===== src/rtl/bcd_adder.sv =====
// rtl/bcd_adder.sv - registered packed-BCD ripple adder, S = A + B + Cin, one-cycle latency.
// Define BCD_ADDER_INVALID_FLAG_EN to add the registered 'invalid' nibble-range flag.
module bcd_adder #(
  parameter int DIGITS = 2
) (
  input  logic                clk,
  input  logic                rst,
  input  logic                in_valid,
  input  logic [4*DIGITS-1:0] A,
  input  logic [4*DIGITS-1:0] B,
  input  logic                Cin,
  output logic [4*DIGITS-1:0] S,
  output logic                Cout,
  output logic                out_valid
`ifdef BCD_ADDER_INVALID_FLAG_EN
  ,
  output logic                invalid
`endif
);

  localparam int W = 4 * DIGITS;

  logic [DIGITS:0] carry;
  logic [W-1:0]    sum_c;
  logic [4:0]      t;

  // Decimal ripple: a digit above 9 is corrected by +6 and pushes a carry upward.
  // Non-BCD nibbles go through the same formula, so results stay deterministic.
  always_comb begin
    carry    = '0;
    sum_c    = '0;
    t        = '0;
    carry[0] = Cin;
    for (int i = 0; i < DIGITS; i++) begin
      t = {1'b0, A[4*i +: 4]} + {1'b0, B[4*i +: 4]} + {4'b0000, carry[i]};
      if (t > 5'd9) begin
        sum_c[4*i +: 4] = t[3:0] + 4'd6;
        carry[i+1]      = 1'b1;
      end else begin
        sum_c[4*i +: 4] = t[3:0];
        carry[i+1]      = 1'b0;
      end
    end
  end

`ifdef BCD_ADDER_INVALID_FLAG_EN
  logic bad_digit;

  always_comb begin
    bad_digit = 1'b0;
    for (int i = 0; i < DIGITS; i++) begin
      if (A[4*i +: 4] > 4'd9 || B[4*i +: 4] > 4'd9) begin
        bad_digit = 1'b1;
      end
    end
  end
`endif

  always_ff @(posedge clk) begin
    if (rst) begin
      S         <= '0;
      Cout      <= 1'b0;
      out_valid <= 1'b0;
`ifdef BCD_ADDER_INVALID_FLAG_EN
      invalid   <= 1'b0;
`endif
    end else begin
      out_valid <= in_valid;
      if (in_valid) begin
        S       <= sum_c;
        Cout    <= carry[DIGITS];
`ifdef BCD_ADDER_INVALID_FLAG_EN
        invalid <= bad_digit;
`endif
      end
    end
  end

endmodule


===== config.mk =====
export PLATFORM = sky130hd
export DESIGN_NAME = bcd_adder
export DESIGN_NICKNAME = d
export VERILOG_FILES = /design/src/rtl/bcd_adder.sv
export SDC_FILE = /design/constraint.sdc
export NUM_CORES = 1
export LEC_CHECK = 0
export ABC_AREA = 0
export BUFFER_PORTS_ARGS = -buffer_cell sky130_fd_sc_hd__buf_2
export CORE_MARGIN = 5
export CORE_UTILIZATION = 47
export DETAILED_ROUTE_END_ITERATION = 6
export GPL_ROUTABILITY_DRIVEN = 1
export PLACE_DENSITY = 0.8
export SETUP_SLACK_MARGIN = 0.4
export SLEW_MARGIN = 0
export SYNTH_ARGS = -nofsm -noshare
export SYNTH_HDL_FRONTEND = slang
export SYNTH_SLANG_ARGS = --single-unit

===== constraint.sdc =====
create_clock -name clk -period 5.28 [get_ports clk]
set_input_delay 1.056 -clock clk [delete_from_list [all_inputs] [get_ports clk]]
set_output_delay 1.056 -clock clk [all_outputs]
set_load 0.03 [all_outputs]

After elaboration in Yosys (flattened, before gate mapping)
Cells that the tools add are included.
{ "totals": {"regBits": 10, "inputBits": 20, "output_inout_bits": 10, "word_cells": 15} }
{ "classes": {"addsub": 6, "magnitude_cmp": 2, "n_mux": 4} }
{ "op_table": {"columns": ["operator", "count"], "rows": [
  ["$add A4 B4 Y5", 2],
  ["$add A5 B1 Y5", 2],
  ["$gt A5 B4 Y1 const B", 2],
  ["$add A4 B3 Y4 const B", 2],
  ["$mux W4", 2],
  ["$mux W1", 2]
]} }

Longest topological paths before layout
{ "depth": {"word_depth": 7, "mapped_depth": 15, "mapped_depth_nobuf": 15} }

Worst setup path before layout
OpenSTA, ideal clock, no wires.
{ "synth_timing": {"kind": "input -> register", "start": "input port A[0]", "end": "register S[5]", "setup_time_ns": 0.117, "arrival_ns": 4.720, "required_ns": 5.163, "path_slack_ns": 0.443, "cell_stages": 15, "n_path_buf": 0, "cell_sequence": "fa_1 > fa_1 > xnor2_1 > ha_1 > a31o_2 > o21ai_1 > fa_1 > fa_1 > xnor2_1 > ha_1 > nor2b_1 > a31o_1 > nor3_2 > or3_1 > a32o_1"} }
{ "synth_via": {"elab_chain_len": 7, "elab_cells_between_ends": 8, "classes_between": "4 x add/sub; 2 x order compare; 2 x mux"} }
{ "synth_lines": {"columns": ["item", "line", "source"], "rows": [
  ["start: declaration", "9", "input logic [4*DIGITS-1:0] A,"],
  ["$add A4 B4 Y5 *", "35", "t = {1'b0, A[4*i +: 4]} + {1'b0, B[4*i +: 4]} + {4'b0000, carry[i]};"],
  ["$add A5 B1 Y5 *", "35", null],
  ["$gt A5 B4 Y1 *", "36", "if (t > 5'd9) begin"],
  ["$mux W1 *", "36", null],
  ["$add A5 B1 Y5 *", "35", null],
  ["$add A4 B3 Y4 / $gt A5 B4 Y1 (equally long branches)", "37, 36", null],
  ["$mux W4 *", "36", null],
  ["end signal: assignment", "70", "S <= sum_c;"],
  ["end: declaration", "12", "output logic [4*DIGITS-1:0] S,"]
]} }
Mark *: on every way between the ends. The rest lies on a longest branch, timed or not.
A chain may end at the register's enable or synchronous reset.

Worst setup path after layout
Same ends and word-level chain as after synthesis.

==> impl_summary.log <==
INFO  metric synth.net_count = 114
INFO  metric fin_setup_tns = 0 ns
INFO  metric worst_hold_slack = 0.4687 ns
INFO  metric ys_types = 35
INFO  metric cts_inserted_buffers = 3
INFO  metric synth_warnings = 0
INFO  metric p_sw_frac = 0.4049
INFO  metric cellLeakagePower = 0.5098 nW
INFO  metric final_cell_area = 1041 um2
INFO  metric cts_hold_buf = 0
INFO  metric filler_cell_count = 138
INFO  metric design.core.area = 1541 um2
INFO  metric cp.arrival = 4.80 ns
INFO  metric gp_routability_congestion = 0.7170
INFO  metric detail_route.first_pass.iterations = 6
INFO  metric cap_violations = 0
INFO  metric count_of_placed_standard_cells_including_taps = 128
INFO  metric power.sequential.fraction = 0.293
INFO  metric synth.yosys.seq_area_share = 0.2560
INFO  metric buffers_on_ports = 29
INFO  metric number_of_synthesized_flops_with_an_enable_pin = 0
INFO  metric finalWorstSetupSlack = 0.6318 ns
INFO  metric tightest_slew = 0.3218 ns
INFO  metric antenna_cells_inserted = 0
INFO  metric cts_buffer_depth = 2
INFO  metric syn_area = 782.0 um2
INFO  metric period_needed = 4.648 ns
INFO  metric crit_required = 5.43 ns
INFO  metric status = complete, no violations
INFO  metric final_cell_count_no_fill = 132
INFO  metric routed_wire_length_per_instance = 13.75 um
INFO  metric cts_sinks = 10
INFO  metric worst_slew_margin_rel = 0.7853
INFO  metric setup_viol = 0
INFO  metric crit_path_end_kind = register
INFO  metric h-tree-depth = 1
INFO  metric dominantRegCellSynth = sky130_fd_sc_hd__dfxtp_1
INFO  metric fmaxAchievable = 215.1 MHz
INFO  metric antenna_found_initial = 0
INFO  metric max_slew_violation_total_from_the_final_report = 0
INFO  metric mean_syn_cell_area = 9.537 um2
INFO  metric post-layout-total-power = 316.0 uW
INFO  metric initialDrtViolationCount = 20
INFO  metric remaining_drc_errors = 0
INFO  metric clock_root_cell = sky130_fd_sc_hd__clkbuf_4
INFO  metric power_switching = 128.0 uW
INFO  metric timing_worst_setup_path_type = in -> reg
INFO  metric seqCellArea = 200.2 um2
INFO  metric timing.final.hold_violations = 0
INFO  metric grt_usage = 0.1508
INFO  metric post_layout_utilization_of_the_core = 0.6753
INFO  metric power-per-cell-area = 303.6 nW/um2
INFO  metric detailed_place_hpwl = 1.525 mm
INFO  metric grt_setup_unrepaired = false
INFO  metric area_delta_synth_final = 33.12%
INFO  metric instance_area_at_placement = 957.2 um2
INFO  metric hold_path_class = reg -> reg
INFO  metric pwr-share-comb = 0.545
INFO  metric fp-row-count = 14
INFO  metric design.die.area = 2580 um2
INFO  metric ant_nets = 0
INFO  metric finalClockSkew = 0 ns
INFO  metric hold_path.startpoint = S[5]$_SDFFE_PP0P_
INFO  metric drive_gt1_frac = 0.4397
INFO  metric critical_path.startpoint_type = input pin
INFO  metric grt_start_max_net_pins = 11
INFO  metric initial_utilization = 0.5073
INFO  metric wire_length_of_the_first_global_routing_pass = 3.098 mm
INFO  metric overflow = 0
INFO  metric setup.worst_path.start = A[0]
INFO  metric post_cts_clock_slew_at_the_launch_and_capture_registers_of_the_worst_setup_and_hold_paths = 0.06 ns
INFO  metric fp.dieW = 50.79 um
INFO  metric multi_input_gate_area_in_the_final_layout = 611.8 um2
INFO  metric dp_slack = 0.09163 ns
INFO  metric post_drt_via_cell_ratio = 5.947
INFO  metric irDropWorstVdd = 0.0001538 V
INFO  metric syn_inst = 82
INFO  metric wirelength = 1.815 mm
INFO  metric routed-via-count = 785
INFO  metric floorplan.io_pins = 30
INFO  metric cts_tree = yes
INFO  metric design.final.nets = 150
INFO  metric number_of_global_route_vias_before_repair = 785
INFO  metric synth_seq_cells = 10
INFO  metric cellInternalPower = 188.1 uW
INFO  metric reg2reg_from = S[1]$_SDFFE_PP0P_
INFO  metric worstPathMaxFanout = 5
INFO  metric min_period_over_period = 0.8803
INFO  metric share_clk_of_total_power = 0.162
INFO  metric synth_async_sr_flop_share = 0
INFO  metric clkLatencyLatePin = 0.26 ns
INFO  metric die-height = 50.79 um
==> layout make-up <==
cell class | count | area share
Clock buffer | 3 | 0.02163
Multi-Input combinational cell | 66 | 0.5877
Timing Repair Buffer | 32 | 0.1611
Inverter | 5 | 0.01803
Tap cell | 16 | 0.01923
Sequential cell | 10 | 0.1923
==> worst max-delay path: stages <==
cell and delay (ns):
sky130_fd_sc_hd__buf_2 0.11, sky130_fd_sc_hd__fa_2 0.40, sky130_fd_sc_hd__fa_2 0.59, sky130_fd_sc_hd__inv_1 0.08, sky130_fd_sc_hd__ha_2 0.20, sky130_fd_sc_hd__a31o_2 0.25
sky130_fd_sc_hd__o21ai_4 0.15, sky130_fd_sc_hd__fa_2 0.23, sky130_fd_sc_hd__fa_2 0.46, sky130_fd_sc_hd__inv_1 0.09, sky130_fd_sc_hd__ha_2 0.22, sky130_fd_sc_hd__nor2b_1 0.15
sky130_fd_sc_hd__a31o_1 0.19, sky130_fd_sc_hd__nor3_2 0.07, sky130_fd_sc_hd__or3_1 0.31, sky130_fd_sc_hd__a32o_1 0.24
==> state kept, by name (all words and copies together) (netlist names) <==
signal,cells
Cout,1
S,8
out_valid,1
==> cell families after synthesis <==
group / count (synthesis) / synth area share
AOI/OAI and AO/OA: 23 / 0.2288
xor gates and xnor gates: 3 / 0.04321
adders and majority gates: 12 / 0.2304
buffers and inverters: 6 / 0.03040
DFF: 10 / 0.2560
muxes: 4 / 0.05280
and+or+nand+nor: 24 / 0.1584
==> power by group through the flow <==
stage               combinational (mW)  clock, mW  sequential (mW)
global route                     0.189     0.0566           0.0943
finish                           0.172     0.0512           0.0926
floorplan                       0.0861          0            0.117
CTS                              0.155     0.0518           0.0927
global placement                 0.146          0           0.0936
detailed placement               0.152          0           0.0943
==> path summary, 6_finish.rpt <==
kind,to,slack [ns],depth (start not counted)
worst max-delay path,S[5]$_SDFFE_PP0P_,0.63,16
worst min-delay path,S[5]$_SDFFE_PP0P_,0.47,1
worst max register to register,S[1]$_SDFFE_PP0P_,4.35,3
worst min register to register,S[5]$_SDFFE_PP0P_,0.47,1
==> layout by cell type (no fill, tap or decap), types with 2 or more instances in the layout <==
| master | instances |
|---|---|
| sky130_fd_sc_hd__a211oi_1 | 3 |
| sky130_fd_sc_hd__a21o_1 | 3 |
| sky130_fd_sc_hd__a21oi_1 | 2 |
| sky130_fd_sc_hd__a21oi_2 | 3 |
| sky130_fd_sc_hd__buf_2 | 29 |
| sky130_fd_sc_hd__buf_4 | 3 |
| sky130_fd_sc_hd__clkbuf_4 | 3 |
| sky130_fd_sc_hd__dfxtp_1 | 10 |
| sky130_fd_sc_hd__fa_2 | 4 |
| sky130_fd_sc_hd__ha_1 | 6 |
| sky130_fd_sc_hd__ha_2 | 2 |
| sky130_fd_sc_hd__inv_1 | 5 |
| sky130_fd_sc_hd__mux2i_1 | 3 |
| sky130_fd_sc_hd__nand2_1 | 3 |
| sky130_fd_sc_hd__nor2_1 | 10 |
| sky130_fd_sc_hd__o21ai_0 | 2 |
| sky130_fd_sc_hd__or3_1 | 2 |
| sky130_fd_sc_hd__xnor2_2 | 2 |
==> cells in the mapped netlist, types with 2 or more instances <==
library cell	count	area, um2
sky130_fd_sc_hd__a21o_1	3	22.52
sky130_fd_sc_hd__a21oi_2	3	26.28
sky130_fd_sc_hd__o21ai_0	2	10.01
sky130_fd_sc_hd__a21oi_1	2	10.01
sky130_fd_sc_hd__mux2i_1	3	30.03
sky130_fd_sc_hd__nor2_1	10	37.54
sky130_fd_sc_hd__ha_1	8	100.1
sky130_fd_sc_hd__dfxtp_1	10	200.2
sky130_fd_sc_hd__fa_1	4	80.08
sky130_fd_sc_hd__xnor2_1	2	17.52
sky130_fd_sc_hd__inv_1	5	18.77
sky130_fd_sc_hd__o21ai_1	2	10.01
sky130_fd_sc_hd__a211oi_1	3	22.52
sky130_fd_sc_hd__nand2_1	3	11.26
sky130_fd_sc_hd__or3_1	2	12.51
==> per-layer routing <==
layer  routed length, um  vias to the layer above  global-route usage  share of wire
met4                  25                        0             0.03830          0.014
li1                    -                      376                   -              -
met1                 720                      366              0.1771           0.40
met5                   0                        -                   0              0
met2                 884                       38              0.2686           0.49
met3                 184                        5             0.03846           0.10
==> what timing repair did <==
item,CTS,global route
pin swaps,0,2
buffers inserted,0,1
setup endpoints to repair,1,4
gates resized for setup,1,10
(Power assumes the default switching activity.)
